## src/rtl/lstm_dot_accum_pkg.sv

```systemverilog
// lstm_dot_accum_pkg
// Shared definitions for the LSTM dot-product accumulator:
//   `CNN_XLEN   default product/result width (shared with the multiplier)
//   `AUG_FCT_B  guard bits added on top of DATA_WID + $clog2(VEC_LEN)
//   lstm_acc_state_e  FSM state encodings
//   lstm_acc_wid()    default internal accumulator width
`ifndef CNN_XLEN
`define CNN_XLEN 16
`endif

`ifndef AUG_FCT_B
`define AUG_FCT_B 2
`endif

package lstm_dot_accum_pkg;

  typedef enum logic [1:0] {
    LSTM_ACC_IDLE  = 2'd0,
    LSTM_ACC_ACCUM = 2'd1,
    LSTM_ACC_HOLD  = 2'd2
  } lstm_acc_state_e;

  localparam int unsigned LSTM_ACC_AUG_B = `AUG_FCT_B;

  // VEC_LEN products plus the bias can never overflow this width.
  function automatic int unsigned lstm_acc_wid(input int unsigned data_wid,
                                               input int unsigned vec_len);
    return data_wid + $clog2(vec_len) + LSTM_ACC_AUG_B;
  endfunction

endpackage

```

## src/rtl/lstm_dot_accum_narrow.sv

```systemverilog
// lstm_acc_narrow
// Combinational narrowing of the ACC_WID-bit signed sum back to DATA_WID.
// Optional feature macro: LSTM_ACC_SAT_EN
//   defined   : clamp to the signed DATA_WID range, sat_o flags a clamp
//   undefined : keep the low DATA_WID bits (two's-complement wrap), sat_o = 0
// Ports:
//   acc_i   in  ACC_WID   signed accumulator value
//   data_o  out DATA_WID  narrowed result
//   sat_o   out 1         clamping occurred
module lstm_acc_narrow #(
  parameter int unsigned DATA_WID = 16,
  parameter int unsigned ACC_WID  = 20
) (
  input  logic [ACC_WID-1:0]  acc_i,
  output logic [DATA_WID-1:0] data_o,
  output logic                sat_o
);

`ifdef LSTM_ACC_SAT_EN
  // The value fits when the sign bit of the narrow result and every bit
  // above it agree.
  logic [ACC_WID-DATA_WID:0] hi;
  logic                      fits;

  assign hi   = acc_i[ACC_WID-1:DATA_WID-1];
  assign fits = (&hi) || (~|hi);

  always_comb begin
    data_o = acc_i[DATA_WID-1:0];
    sat_o  = 1'b0;
    if (!fits) begin
      sat_o  = 1'b1;
      data_o = acc_i[ACC_WID-1] ? {1'b1, {(DATA_WID-1){1'b0}}}
                                : {1'b0, {(DATA_WID-1){1'b1}}};
    end
  end
`else
  logic unused_hi;

  assign unused_hi = ^acc_i[ACC_WID-1:DATA_WID];
  assign data_o    = acc_i[DATA_WID-1:0];
  assign sat_o     = 1'b0;
`endif

endmodule

```

## src/rtl/lstm_dot_accum.sv

```systemverilog
// lstm_dot_accum
// Streaming signed accumulator behind the LSTM multiplier: bias + up to
// VEC_LEN pre-scaled products, narrowed to DATA_WID and handed to the
// activation stage over valid/ready.
// Optional feature macro: LSTM_ACC_SAT_EN (saturating narrowing, see
// lstm_acc_narrow).
// Ports:
//   clock        in   single clock, rising edge
//   reset_n      in   asynchronous active-low reset
//   in_valid     in   product beat valid
//   in_ready     out  beat can be accepted (low while a result is held)
//   in_data      in   signed product, DATA_WID
//   in_last      in   last beat of the vector
//   bias         in   signed bias, sampled on the first beat only
//   out_valid    out  result valid
//   out_ready    in   downstream accepts result
//   out_data     out  signed narrowed sum, DATA_WID
//   out_len_err  out  vector cut at VEC_LEN beats without in_last
//   out_sat      out  narrowing clamped (0 when saturation not built)
//
// state          | meaning
// LSTM_ACC_IDLE  | no beat of the current vector seen yet
// LSTM_ACC_ACCUM | at least one beat accepted, summing
// LSTM_ACC_HOLD  | result registered and offered downstream
module lstm_dot_accum
  import lstm_dot_accum_pkg::*;
#(
  parameter int unsigned DATA_WID = `CNN_XLEN,
  parameter int unsigned VEC_LEN  = 64,
  parameter int unsigned ACC_WID  = lstm_acc_wid(DATA_WID, VEC_LEN)
) (
  input  logic                clock,
  input  logic                reset_n,
  input  logic                in_valid,
  output logic                in_ready,
  input  logic [DATA_WID-1:0] in_data,
  input  logic                in_last,
  input  logic [DATA_WID-1:0] bias,
  output logic                out_valid,
  input  logic                out_ready,
  output logic [DATA_WID-1:0] out_data,
  output logic                out_len_err,
  output logic                out_sat
);

  localparam int unsigned CNT_WID = $clog2(VEC_LEN + 1);

  lstm_acc_state_e     state_q, state_d;
  logic [ACC_WID-1:0]  acc_q, acc_d;
  logic [CNT_WID-1:0]  cnt_q, cnt_d;
  logic [DATA_WID-1:0] out_data_q, out_data_d;
  logic                out_len_err_q, out_len_err_d;
  logic                out_sat_q, out_sat_d;

  logic                accept;
  logic                go_hold;
  logic [ACC_WID-1:0]  data_ext;
  logic [ACC_WID-1:0]  bias_ext;
  logic [DATA_WID-1:0] narrow_data;
  logic                narrow_sat;

  assign in_ready    = (state_q != LSTM_ACC_HOLD);
  assign out_valid   = (state_q == LSTM_ACC_HOLD);
  assign out_data    = out_data_q;
  assign out_len_err = out_len_err_q;
  assign out_sat     = out_sat_q;

  assign accept   = in_valid && in_ready;
  assign data_ext = {{(ACC_WID-DATA_WID){in_data[DATA_WID-1]}}, in_data};
  assign bias_ext = {{(ACC_WID-DATA_WID){bias[DATA_WID-1]}}, bias};

  // Narrowing works on the next accumulator value so the result can be
  // registered on the same edge that takes the final beat.
  lstm_acc_narrow #(
    .DATA_WID (DATA_WID),
    .ACC_WID  (ACC_WID)
  ) u_narrow (
    .acc_i  (acc_d),
    .data_o (narrow_data),
    .sat_o  (narrow_sat)
  );

  always_comb begin
    state_d       = state_q;
    acc_d         = acc_q;
    cnt_d         = cnt_q;
    out_len_err_d = out_len_err_q;
    go_hold       = 1'b0;

    unique case (state_q)
      LSTM_ACC_IDLE: begin
        if (accept) begin
          acc_d = bias_ext + data_ext;
          cnt_d = CNT_WID'(1);
          if (in_last) begin
            state_d       = LSTM_ACC_HOLD;
            go_hold       = 1'b1;
            out_len_err_d = 1'b0;
          end else begin
            state_d = LSTM_ACC_ACCUM;
          end
        end
      end
      LSTM_ACC_ACCUM: begin
        if (accept) begin
          acc_d = acc_q + data_ext;
          cnt_d = cnt_q + CNT_WID'(1);
          // cnt_q == VEC_LEN-1 means this beat is number VEC_LEN.
          if (in_last || (cnt_q == CNT_WID'(VEC_LEN - 1))) begin
            state_d       = LSTM_ACC_HOLD;
            go_hold       = 1'b1;
            out_len_err_d = !in_last;
          end
        end
      end
      LSTM_ACC_HOLD: begin
        if (out_ready) begin
          state_d = LSTM_ACC_IDLE;
          cnt_d   = '0;
        end
      end
      default: begin
        state_d = LSTM_ACC_IDLE;
        cnt_d   = '0;
      end
    endcase

    out_data_d = go_hold ? narrow_data : out_data_q;
    out_sat_d  = go_hold ? narrow_sat  : out_sat_q;
  end

  always_ff @(posedge clock or negedge reset_n) begin
    if (!reset_n) begin
      state_q       <= LSTM_ACC_IDLE;
      acc_q         <= '0;
      cnt_q         <= '0;
      out_data_q    <= '0;
      out_len_err_q <= 1'b0;
      out_sat_q     <= 1'b0;
    end else begin
      state_q       <= state_d;
      acc_q         <= acc_d;
      cnt_q         <= cnt_d;
      out_data_q    <= out_data_d;
      out_len_err_q <= out_len_err_d;
      out_sat_q     <= out_sat_d;
    end
  end

endmodule

```

## config.mk

```make
export PLATFORM = sky130hd
export DESIGN_NAME = lstm_dot_accum
export DESIGN_NICKNAME = d
export VERILOG_FILES = /design/src/rtl/lstm_dot_accum_pkg.sv /design/src/rtl/lstm_dot_accum_narrow.sv /design/src/rtl/lstm_dot_accum.sv
export SDC_FILE = /design/constraint.sdc
export NUM_CORES = 1
export LEC_CHECK = 0
export ABC_AREA = 1
export CORE_ASPECT_RATIO = 2
export CORE_UTILIZATION = 45
export DETAILED_ROUTE_END_ITERATION = 8
export PLACE_DENSITY_LB_ADDON = 0.05
export SYNTH_ARGS = -nofsm -noshare
export SYNTH_HDL_FRONTEND = slang
export SYNTH_HIERARCHICAL = 1
export SYNTH_SLANG_ARGS = --single-unit
```

## constraint.sdc

```tcl
create_clock -name clock -period 4.5 [get_ports clock]
set_input_delay 0.45 -clock clock [delete_from_list [all_inputs] [get_ports clock]]
set_output_delay 0.45 -clock clock [all_outputs]
set_load 0.01 [all_outputs]
```

==> summary.md <==
| Metric | Value |
|---|---|
| Area Growth Syn to Fin | `17.2%` |
| Die Wd | `69.0 um` |
| Core box area | `8650 um^2` |
| I/O pins | `57` |
| Clock Latency Late Sink | `0.29 ns` |
| Syn Area/Cell | `6.27 um^2` |
| Vias per cell | `between 5 and 6` |
| Initial Util | `0.467` |
| Final Hold Vio Count | `0` |
| Pre-CTS setup slack | `about 1.4 ns` |
| Status | `complete, no violations` |
| Largest net degree at the start of global routing | `44` |
| Maximum vdd drop | `0.000575 V` |
| Period utilization | `0.614` |
| Final worst slack | `1.74 ns` |
| Slew Limit Headroom | `0.337` |
| Detail Placement HPWL | `9320 um` |
| First-pass GRT wire length | `approximately 19000 um` |
| Die height | `136 um` |
| FF-to-FF Start | `state_q[1]` |
| Hold WC Path Type | `input pin to async pin` |
| Vias | `4037` |
| Ys Warns | `6` |
| Global Route Usage Sum | `0.253` |
| Worst setup SP type | `input pin` |
| Total Nets Final | `752` |
| Cts bufs inserted | `5` |
| # resized after CTS | `0` |
| Syn_nets | `approximately 720` |
| Fmax | `about 360 MHz` |
| I/O Buffers | `between 50 and 60` |
| Final core occ | `0.547` |
| Detail Route Antenna Nets | `0` |
| Instance count of the mapped netlist | `~650` |
| CTS tree | `built` |
| Max-slew violation count | `0` |
| CTS max path bufs | `2` |
| Worst r2r path cells | `10` |
| Synthesized area | `between 4000 and 5000 um^2` |
| WL/cell | `14.7 um` |
| CP Launch Point | `in_data[0]` |
| Final setup vio count | `0` |
| Initial antenna violation count | `0` |
| Least-Margin Pin Slew | `approximately 1 ns` |
| # clock sinks | `43` |
| Hold_buf cts | `0` |
| Hold WS | `0.321 ns` |
| Gpl congestion | `a little under 0.9` |
| CTS root buf | `clkbuf_16` |
| # DRC | `0` |
| H-tree depth | `2` |
| GR Overflow Total | `0` |
| Fin Setup TNS | `0 ns` |
| Critical path type | `input pin to flip-flop` |
| Antenna diodes | `0` |
| Pre-antenna DRT Iters | `4` |
| CP max FO | `3` |
| Setup slack, reg-to-reg | `1.91 ns` |
| Overall routed net length | `11400 um` |
| Clock slew at reported path FFs | `~0.070 ns` |
| RSZ-0062 raised after global routing | `no` |
| Vias in the first global route | `4137` |
| Leakage power total | `2.62 nW` |
| Die area | `roughly 9400 um^2` |
| Crit path capture type | `flip-flop` |
| WP data required | `roughly 4.7 ns` |
| Crit path arrival time | `roughly 3 ns` |
| Starting DRT DRC Count | `143` |
| Number of setup buffers added after CTS | `0` |
| Cell row count | `48` |
| Min Tclk post-route | `2.76 ns` |
| PwrDens | `between 500 and 600 nW/um^2` |
| Layout cell share with drive strength beyond 1 | `0.0352` |
| Max Clock Skew | `0.0134 ns` |
| Max Cap Viol | `0` |
==> cells in the final DEF (no fill, tap or decap), types with 8 or more instances in the layout <==
cell type,instances
nand2_1,239
inv_1,96
clkdlybuf4s50_1,55
nand3_1,52
dfrtp_1,43
nor2_1,39
ha_1,33
a21oi_1,29
o21ai_0,21
o21bai_1,8
==> per-layer routing <==
| metal | up-vias | track usage | share of wire |
|---|---|---|---|
| li1 | 2082 | - | - |
| met1 | 1841 | 0.253 | 0.38 |
| met2 | 82 | 0.498 | 0.54 |
| met3 | 32 | 0.0274 | 0.028 |
| met4 | 0 | 0.135 | 0.043 |
| met5 | - | 0 | 0 |
==> metrics by stage <==
stage,area [um^2],power (mW),cells
floorplan,4040,1.96,645
global placement,4550,2.31,773
detailed placement,4550,2.34,773
CTS,4730,2.83,781
global route,4730,3.08,781
finish,4730,2.81,781
==> power by group <==
part / switching [mW] / leakage (nW) / total, mW / internal [mW]
Sequential: 0.140 / 0.546 / 0.694 / 0.554
Combinational: 0.995 / 1.98 / 1.64 / 0.647
Clock: 0.151 / 0.0911 / 0.469 / 0.318
Total: 1.29 / 2.62 / 2.81 / 1.52
==> state kept, by name, indices dropped and copies added (netlist names) <==
name         count
acc_q           16
cnt_q            7
out_data        16
out_len_err      1
out_sat          1
state_q          2
==> worst max-delay path: stages <==
cell and delay, ns:
clkdlybuf4s50_1 0.49, ha_1 0.20, inv_1 0.07, fa_1 0.39, inv_1 0.09, nand2_1 0.07, nand2_1 0.08, nand2_1 0.08
o21ai_0 0.28, nand2_1 0.18, nand3_1 0.12, nand2_1 0.05, o21bai_1 0.15, nand3_1 0.11, nand2_1 0.08, nand2_1 0.05
==> path summary, 6_finish.rpt <==
check,to
max,out_data[14]
min,acc_q[11]
min in group clock,out_data[12]
max reg2reg,out_data[15]
min reg2reg,out_data[12]
max in group asynchronous,out_data[0]
==> area by class of cell <==
type                    instances  area, um^2
clock buffers                   6         129
clock inverters                 2        60.1
fillers                       926        3910
inverters                     100         375
multi-input cells             471        2390
flip-flops and latches         43        1080
well taps                     100         125
repair buffers                 59         578
Note: power is estimated with default switching activity, not from simulation.
